File: src/rtl/panel_io_pkg.sv
// Shared constants for the panel I/O block: seven-segment patterns (active-low, gfedcba)
// and the blank pattern used while in reset.
package panel_io_pkg;

  localparam logic [6:0] SEG_BLANK = 7'b1111111;

  localparam logic [6:0] SEG_LUT [16] = '{
    7'b1000000, 7'b1111001, 7'b0100100, 7'b0110000,
    7'b0011001, 7'b0010010, 7'b0000010, 7'b1111000,
    7'b0000000, 7'b0010000, 7'b0001000, 7'b0000011,
    7'b1000110, 7'b0100001, 7'b0000110, 7'b0001110
  };

endpackage

File: src/rtl/db_channel.sv
// One debounced button: 2-flop synchronizer, tick-driven persistence counter and accepted level.
module db_channel
  import panel_io_pkg::*;
#(
  parameter int DB_TICKS = 10
) (
  input  logic clk,
  input  logic rst,
  input  logic tick,
  input  logic din,
  output logic state
);

  localparam int CW = $clog2(DB_TICKS + 1);

  logic [1:0]    sync;
  logic [CW-1:0] count;

  // The count is cleared on acceptance, so it never climbs past DB_TICKS-1 and cannot wrap.
  always_ff @(posedge clk or posedge rst) begin
    if (rst) begin
      sync  <= '0;
      count <= '0;
      state <= 1'b0;
    end else begin
      sync <= {sync[0], din};
      if (sync[1] == state) begin
        count <= '0;
      end else if (tick) begin
        if (count >= CW'(DB_TICKS - 1)) begin
          state <= sync[1];
          count <= '0;
        end else begin
          count <= count + 1'b1;
        end
      end
    end
  end

endmodule

File: src/rtl/panel_io.sv
// Front-panel I/O: tick divider, NBTN debounced buttons and a registered hex seven-segment decoder.
// Defining PANEL_IO_RISE_EN enables the btn_rise edge detector; otherwise btn_rise is tied low.
module panel_io
  import panel_io_pkg::*;
#(
  parameter int CLK_HZ   = 100_000_000,
  parameter int TICK_HZ  = 1000,
  parameter int DB_TICKS = 10,
  parameter int NBTN     = 4
) (
  input  logic            clk,
  input  logic            rst,
  input  logic [NBTN-1:0] btn_in,
  output logic [NBTN-1:0] btn_state,
  output logic [NBTN-1:0] btn_rise,
  output logic            tick_1khz,
  output logic            clk_1khz,
  input  logic [3:0]      bin,
  output logic [6:0]      seg
);

  localparam int DIV   = CLK_HZ / TICK_HZ;
  localparam int CNT_W = $clog2(DIV);

  logic [CNT_W-1:0] div_cnt;

  always_ff @(posedge clk or posedge rst) begin
    if (rst) begin
      div_cnt <= '0;
    end else if (div_cnt == CNT_W'(DIV - 1)) begin
      div_cnt <= '0;
    end else begin
      div_cnt <= div_cnt + 1'b1;
    end
  end

  // Both outputs decode the counter directly; clk_1khz is an output only, never used as a clock here.
  assign tick_1khz = (div_cnt == CNT_W'(DIV - 1));
  assign clk_1khz  = (div_cnt < CNT_W'(DIV / 2));

  for (genvar i = 0; i < NBTN; i++) begin : g_btn
    db_channel #(
      .DB_TICKS(DB_TICKS)
    ) u_db (
      .clk  (clk),
      .rst  (rst),
      .tick (tick_1khz),
      .din  (btn_in[i]),
      .state(btn_state[i])
    );
  end

`ifdef PANEL_IO_RISE_EN
  logic [NBTN-1:0] state_q;

  always_ff @(posedge clk or posedge rst) begin
    if (rst) begin
      state_q <= '0;
    end else begin
      state_q <= btn_state;
    end
  end

  assign btn_rise = btn_state & ~state_q;
`else
  assign btn_rise = '0;
`endif

  always_ff @(posedge clk or posedge rst) begin
    if (rst) begin
      seg <= SEG_BLANK;
    end else begin
      seg <= SEG_LUT[bin];
    end
  end

endmodule

File: config.mk
export PLATFORM = sky130hd
export DESIGN_NAME = panel_io
export DESIGN_NICKNAME = d
export VERILOG_FILES = /design/src/rtl/panel_io_pkg.sv /design/src/rtl/db_channel.sv /design/src/rtl/panel_io.sv
export SDC_FILE = /design/constraint.sdc
export NUM_CORES = 1
export LEC_CHECK = 0
export ABC_CLOCK_PERIOD_IN_PS = 2500
export CORE_MARGIN = 2
export CORE_UTILIZATION = 57
export DETAILED_ROUTE_END_ITERATION = 6
export GPL_TIMING_DRIVEN = 0
export PLACE_DENSITY = 0.9
export SLEW_MARGIN = 20
export SYNTH_ARGS = -nofsm -noshare
export SYNTH_HDL_FRONTEND = slang
export SYNTH_SLANG_ARGS = --single-unit
File: constraint.sdc
create_clock -name clk -period 2.5 [get_ports clk]
set_input_delay 0.5 -clock clk [delete_from_list [all_inputs] [get_ports clk]]
set_output_delay 0.5 -clock clk [all_outputs]
set_load 0.03 [all_outputs]
; ---- After elaboration in Yosys (flattened, before gate mapping)
; Memories as Yosys holds them, arrays and structs flattened. A register that Yosys moved wholly into a read port is not among the register bits.
; Cells that the tools add are included.
; Widths: inputs -> output; s select.
[word_totals]
in_bits = 10
rom_bits = 112
output_inout_bits = 17
latchBits = 0
register_bits = 45
ramBits = 0
n_memories = 1
[classes]
shift = 0
n_eq_ne = 5
n_reduce_logical = 8
bitwise = 5
mul = 0
n_lt_le_gt_ge = 5
n_div = 0
muxes = 13
addsub = 5
[memory_table]
columns = name, depth, word_bits, rd, rd_clocked_by_memory_dff, write_ports, line_no
row1 = (name not given), 16, 7, 1, 1, 0, panel_io.sv:73  ; seg <= SEG_LUT[bin];
[ops]
columns = op, n
row1 = $mux 4, 12
row2 = $add 17x1->17 const B, 1
row3 = $eq 17x17->1 const B, 1
row4 = $lt 17x16->1 const B, 1
row5 = $mux 17, 1
row6 = $add 4x1->4 const B, 4
row7 = $ge 4x4->1 const B, 4
row8 = $reduce_and 3->1, 4
row9 = $reduce_bool 2->1, 4
row10 = $not 4->5, 1
row11 = $eq 1x1->1, 4
row12 = $not 1->1, 4

; ---- Longest topological paths before layout
[depth]
word_depth = 4
mapped_depth = 7

; ---- By module
; A second synthesis with hierarchy kept.
[hier_totals]
hier_cells = 250
area_unflattened_um2 = 2691.3
[modules_own_cells]
columns = module, seq_area_each_um2, cells_per_inst, n_inst, area_per_inst_um2
row1 = db_channel, 175.2, 31, 4, 344.1
row2 = panel_io, 609.3, 126, 1, 1315.0

; ---- Least setup slack after synthesis
; OpenSTA, ideal clock, no wires.
[synth_timing]
kind = flip-flop to output port
from = register div_cnt[5]
to = output port clk_1khz
path_buffers = 0
required_ps = 2000
arrival_time_ps = 1661
path_slack_ps = 339
stages_incl_launch_ff = 5
cell_sequence = dfrtp_1 -> o21ai_0 -> a21oi_1 -> or3b_2 -> a31oi_1
[synth_via]
elab_chain_len = 1
[synth_rtl]
columns = element, line_no
row1 = "start, declared", panel_io.sv:25  ; logic [CNT_W-1:0] div_cnt;
row2 = "start signal, assigned", panel_io.sv:33  ; div_cnt <= div_cnt + 1'b1;
row3 = $lt 17x16->1, panel_io.sv:39  ; assign clk_1khz = (div_cnt < CNT_W'(DIV / 2));
row4 = "end, declared", panel_io.sv:17  ; output logic clk_1khz,
; No other way between the ends.

; ---- Worst setup path after layout
[layout_timing]
from = register div_cnt[0]
to = output port tick_1khz
[layout_via]
elab_chain_len = 1
[layout_rtl]
columns = element, line_no
row1 = $eq 17x17->1, panel_io.sv:38  ; assign tick_1khz = (div_cnt == CNT_W'(DIV - 1));
row2 = "end, declared", panel_io.sv:16  ; output logic tick_1khz,
; No other way between the ends.

==> impl_metrics.py <==
metrics = {
    "clock_network": {
        "clk_pin_slew_ps": 100,
        "clk_root_buffer_cell": "sky130_fd_sc_hd__clkbuf_8",
        "cts_hold_buffers": 0,
        "clk_path_buf_depth": 2,
        "clock_tree.htree_level_count": 2,
        "tritoncts_num_sinks": 52,
        "cts_inserted_buffers": 5,
        "worst_skew_pair.late_latency_ps": 310,
        "tritoncts": "built",
    },
    "critical_path": {
        "timing.critical_path.arrival_ps": 1960,
        "slowest_stage": "sky130_fd_sc_hd__dfrtp_1",
        "rr_worst_depth": 6,
        "worstSetupStartpoint": "div_cnt[0]$_DFF_PP0_",
        "rrSetupSlack_ps": 600,
        "critPathMaxFanout": 10,
        "critical_path.endpoint": "tick_1khz",
        "cp-end-kind": "primary output",
        "path_cells": "ha_4, and4_1, nand4_4, inv_4, buf_6, clkdlybuf4s18_2",
        "critPathMaxStageDelay_ps": 440,
        "startpoint_type": "flop",
        "r2r_start": "div_cnt[0]$_DFF_PP0_",
        "path_class": "reg -> out",
        "required_ps": 2000,
        "regToRegEndpoint": "g_btn[3].u_db.state$_DFFE_PP0P_",
    },
    "routing": {
        "route.detailed.drc": 0,
        "via_total_after_detailed_routing": 2041,
        "first_pass_iters": 4,
        "postRouteAntennaNets": 0,
        "route.detailed.wl_per_inst_um": 15.5,
        "drt-total-wl_um": 5490,
        "detailedRoute.firstIterationViolations": 175,
        "routed_vias_inst": 5.75,
    },
    "die": {
        "i_o_pin_count": 27,
        "num_rows": 25,
        "die_w_um": 73.4,
        "initial_utilization": 0.585,
        "placeableCoreArea_um2": 4690,
        "chipHeight_um": 73.4,
        "dieArea_um2": 5380,
    },
    "grt": {
        "grt_start_max_net_pins": 34,
        "number_of_global_route_vias_before_repair": 1965,
        "grt_first_pass_wirelength_um": 8800,
        "grt_antenna_before_repair": 0,
        "groute.usage.overall": 0.214,
        "global_route.overflow_total": 0,
    },
    "power": {
        "pwr_density_cell_nw_per_um2": 496,
        "p_clk_frac": 0.372,
        "seq_power_share": 0.545,
        "switching_share": 0.235,
        "cellLeakagePower_nw": 1.40,
        "ir_worst_vdd_mv": 0.305,
        "combinationalPowerShare": 0.083,
        "intPower_mw": 1.22,
        "power.net_switching_uw": 375,
    },
    "sta": {
        "min_period_ps": 2460,
        "report.final.slew_viol_count": 0,
        "slew-limit-headroom": 0.422,
        "worst_clock_skew_ps": 3.41,
        "whs_ps": 362,
        "timing_worst_slew_pin_value_ps": 861,
        "finalSetupViolations": 0,
        "finalCritPeriodShare": 0.985,
        "max_freq_mhz": 406,
        "grt_setup_unrepaired": "true",
        "final-hold-violation-count": 0,
    },
    "placement": {
        "placed_area_um2": 3060,
        "port-buffer-count": 22,
        "place.gp.congestion": 0.818,
        "dp_hpwl_um": 3710,
        "dp.cells": 345,
    },
    "synth": {
        "synth_top_area_share": 0.410,
        "sequential_share_of_the_synthesized_area": 0.477,
        "synthArstFlopShare": 1.00,
        "post_synth_edffs": 0,
        "synthesized_instance_count": 265,
        "netlist-cell-type-count": 43,
        "ys_ff_latch": 52,
        "top_cells_by_area_synth": "sky130_fd_sc_hd__dfrtp_1 (41%), sky130_fd_sc_hd__ha_1 (8.7%), sky130_fd_sc_hd__dfstp_2 (6.7%), sky130_fd_sc_hd__xnor2_1 (4.1%), sky130_fd_sc_hd__nand3_1 (3.5%)",
        "synth_largest_area_cell": "sky130_fd_sc_hd__dfrtp_1",
        "yosysWarnings": 0,
        "syn-mean-instance-area_um2": 10.4,
        "synth_top_cells_by_count": "sky130_fd_sc_hd__dfrtp_1 (45), sky130_fd_sc_hd__nand2_1 (22), sky130_fd_sc_hd__ha_1 (19), sky130_fd_sc_hd__nand3_1 (19), sky130_fd_sc_hd__nor2_1 (19)",
        "synth.most_common_cell": "sky130_fd_sc_hd__dfrtp_1",
        "synth_ff_type": "sky130_fd_sc_hd__dfrtp_1",
        "synth_area_um2": 2740,
    },
    "final_layout": {
        "stdcell_area_um2": 3220,
        "layout.cells.non_filler": 355,
        "post_route_cells_drive_above_1_share": 0.183,
        "net_total_in_the_final_layout": 329,
        "fin_util": 0.686,
        "antennaDiodeCount": 0,
        "flow.area_growth_from_synthesis_pct": 17.3,
    },
    "run": {
        "max_cap_viol_count": 0,
    },
    "run_status": {
        "outcome": "finished, final reports clean",
    },
    "worst_hold_path": {
        "hold_path.class": "reg -> reg",
    },
}
-- worst max-delay path: cells and delay by family (launching register included) --
kind          cells  cell delay, ps
simple gates      2             470
fa+ha+maj         1             200
buf+inv           3             550
flops             1             440
-- sequential cells by signal, indices dropped and copies added (netlist names) --
signal and count:
seg 7, div_cnt 17, g_btn.u_db.state 4, g_btn.u_db.count 16
g_btn.u_db.sync 8
-- how the worst min path moves through the flow --
stage                                                from                         endpoint  slack (ps)  cells past startpoint
after floorplan           g_btn[0].u_db.sync[0]$_DFF_PP0_  g_btn[0].u_db.sync[1]$_DFF_PP0_         330                      0
after global placement    g_btn[0].u_db.sync[0]$_DFF_PP0_  g_btn[0].u_db.sync[1]$_DFF_PP0_         330                      0
after detailed placement  g_btn[2].u_db.sync[0]$_DFF_PP0_  g_btn[2].u_db.sync[1]$_DFF_PP0_         340                      0
after CTS                 g_btn[0].u_db.sync[0]$_DFF_PP0_  g_btn[0].u_db.sync[1]$_DFF_PP0_         370                      0
after global routing      g_btn[3].u_db.sync[0]$_DFF_PP0_  g_btn[3].u_db.sync[1]$_DFF_PP0_         370                      0
final                     g_btn[1].u_db.sync[0]$_DFF_PP0_  g_btn[1].u_db.sync[1]$_DFF_PP0_         360                      0
-- per-layer routing --
metal	track usage	part of all wire	vias to the layer above
li1	-	-	971
met3	0.0439	0.043	10
met4	0.103	0.019	0
met1	0.257	0.41	997
met5	0	0	-
met2	0.366	0.53	63
-- final cells by class --
class                      instances  area [um2]
multi-input combinational        185        1310
fill                             324        1470
clock buffer                       5        68.8
timing repair buffer              25         250
clock inverter                     3        46.3
tap                               54        67.6
buffer                            15         103
inverter                          16        62.6
sequential                        52        1310
-- cell families (layout without fill, tap and decap cells) --
logic type | count (synthesis) | in the layout | synth area share
adders and majority gates | 19 | 19 | 0.0866
other | 1 | 4 | 0.00137
buffers and inverters | 31 | 64 | 0.0593
xor gates and xnor gates | 16 | 16 | 0.0511
AOI/OAI and AO/OA | 40 | 40 | 0.0857
DFF | 52 | 52 | 0.477
muxes | 10 | 10 | 0.0438
and+or+nand+nor | 96 | 96 | 0.195
-- through the flow --
step	setup WS (ps)	total power, mW	TNS [ps]
finish	38.4	1.60	0
detailed placement	-218	1.02	-259
global placement	-187	1.01	-7550
CTS	8.10	1.61	0
floorplan	339	0.966	0
global route	-10.4	1.65	-10.4
-- power groups by stage --
| stage | Combinational [mW] | Clock, mW | Sequential [mW] |
|---|---|---|---|
| 3_3_place_gp | 0.126 | 0 | 0.886 |
| 4_1_cts | 0.134 | 0.604 | 0.871 |
| 2_1_floorplan | 0.0591 | 0 | 0.907 |
| 5_1_grt | 0.143 | 0.633 | 0.872 |
| 6_report | 0.132 | 0.594 | 0.871 |
| 3_5_place_dp | 0.133 | 0 | 0.886 |
-- placed cells by master (no fill, tap or decap), types with 5 or more instances in the layout --
master                            synthesis  final
sky130_fd_sc_hd__a21oi_1                 17     17
sky130_fd_sc_hd__xnor2_1                 13     13
sky130_fd_sc_hd__clkdlybuf4s50_1          0     20
sky130_fd_sc_hd__inv_1                   15     14
sky130_fd_sc_hd__or3_1                    5      5
sky130_fd_sc_hd__nor3_1                   6      5
sky130_fd_sc_hd__mux2_2                   6      6
sky130_fd_sc_hd__ha_1                    19     18
sky130_fd_sc_hd__nand3_1                 19     19
sky130_fd_sc_hd__clkbuf_8                 0      5
sky130_fd_sc_hd__dfrtp_1                 45     44
sky130_fd_sc_hd__dfstp_2                  7      7
sky130_fd_sc_hd__buf_4                    9     11
sky130_fd_sc_hd__nor2_1                  19     19
sky130_fd_sc_hd__o21ai_0                 11     11
sky130_fd_sc_hd__nand2_1                 22     22
sky130_fd_sc_hd__or3b_2                   5      5
-- what timing repair did --
item / 4_1_cts / 5_1_grt
endpoints found under the setup margin: 2 / 2
gates resized for setup: 12 / 4
setup buffers: 1 / 1
No activity file was read; power rests on OpenSTA's default activity.
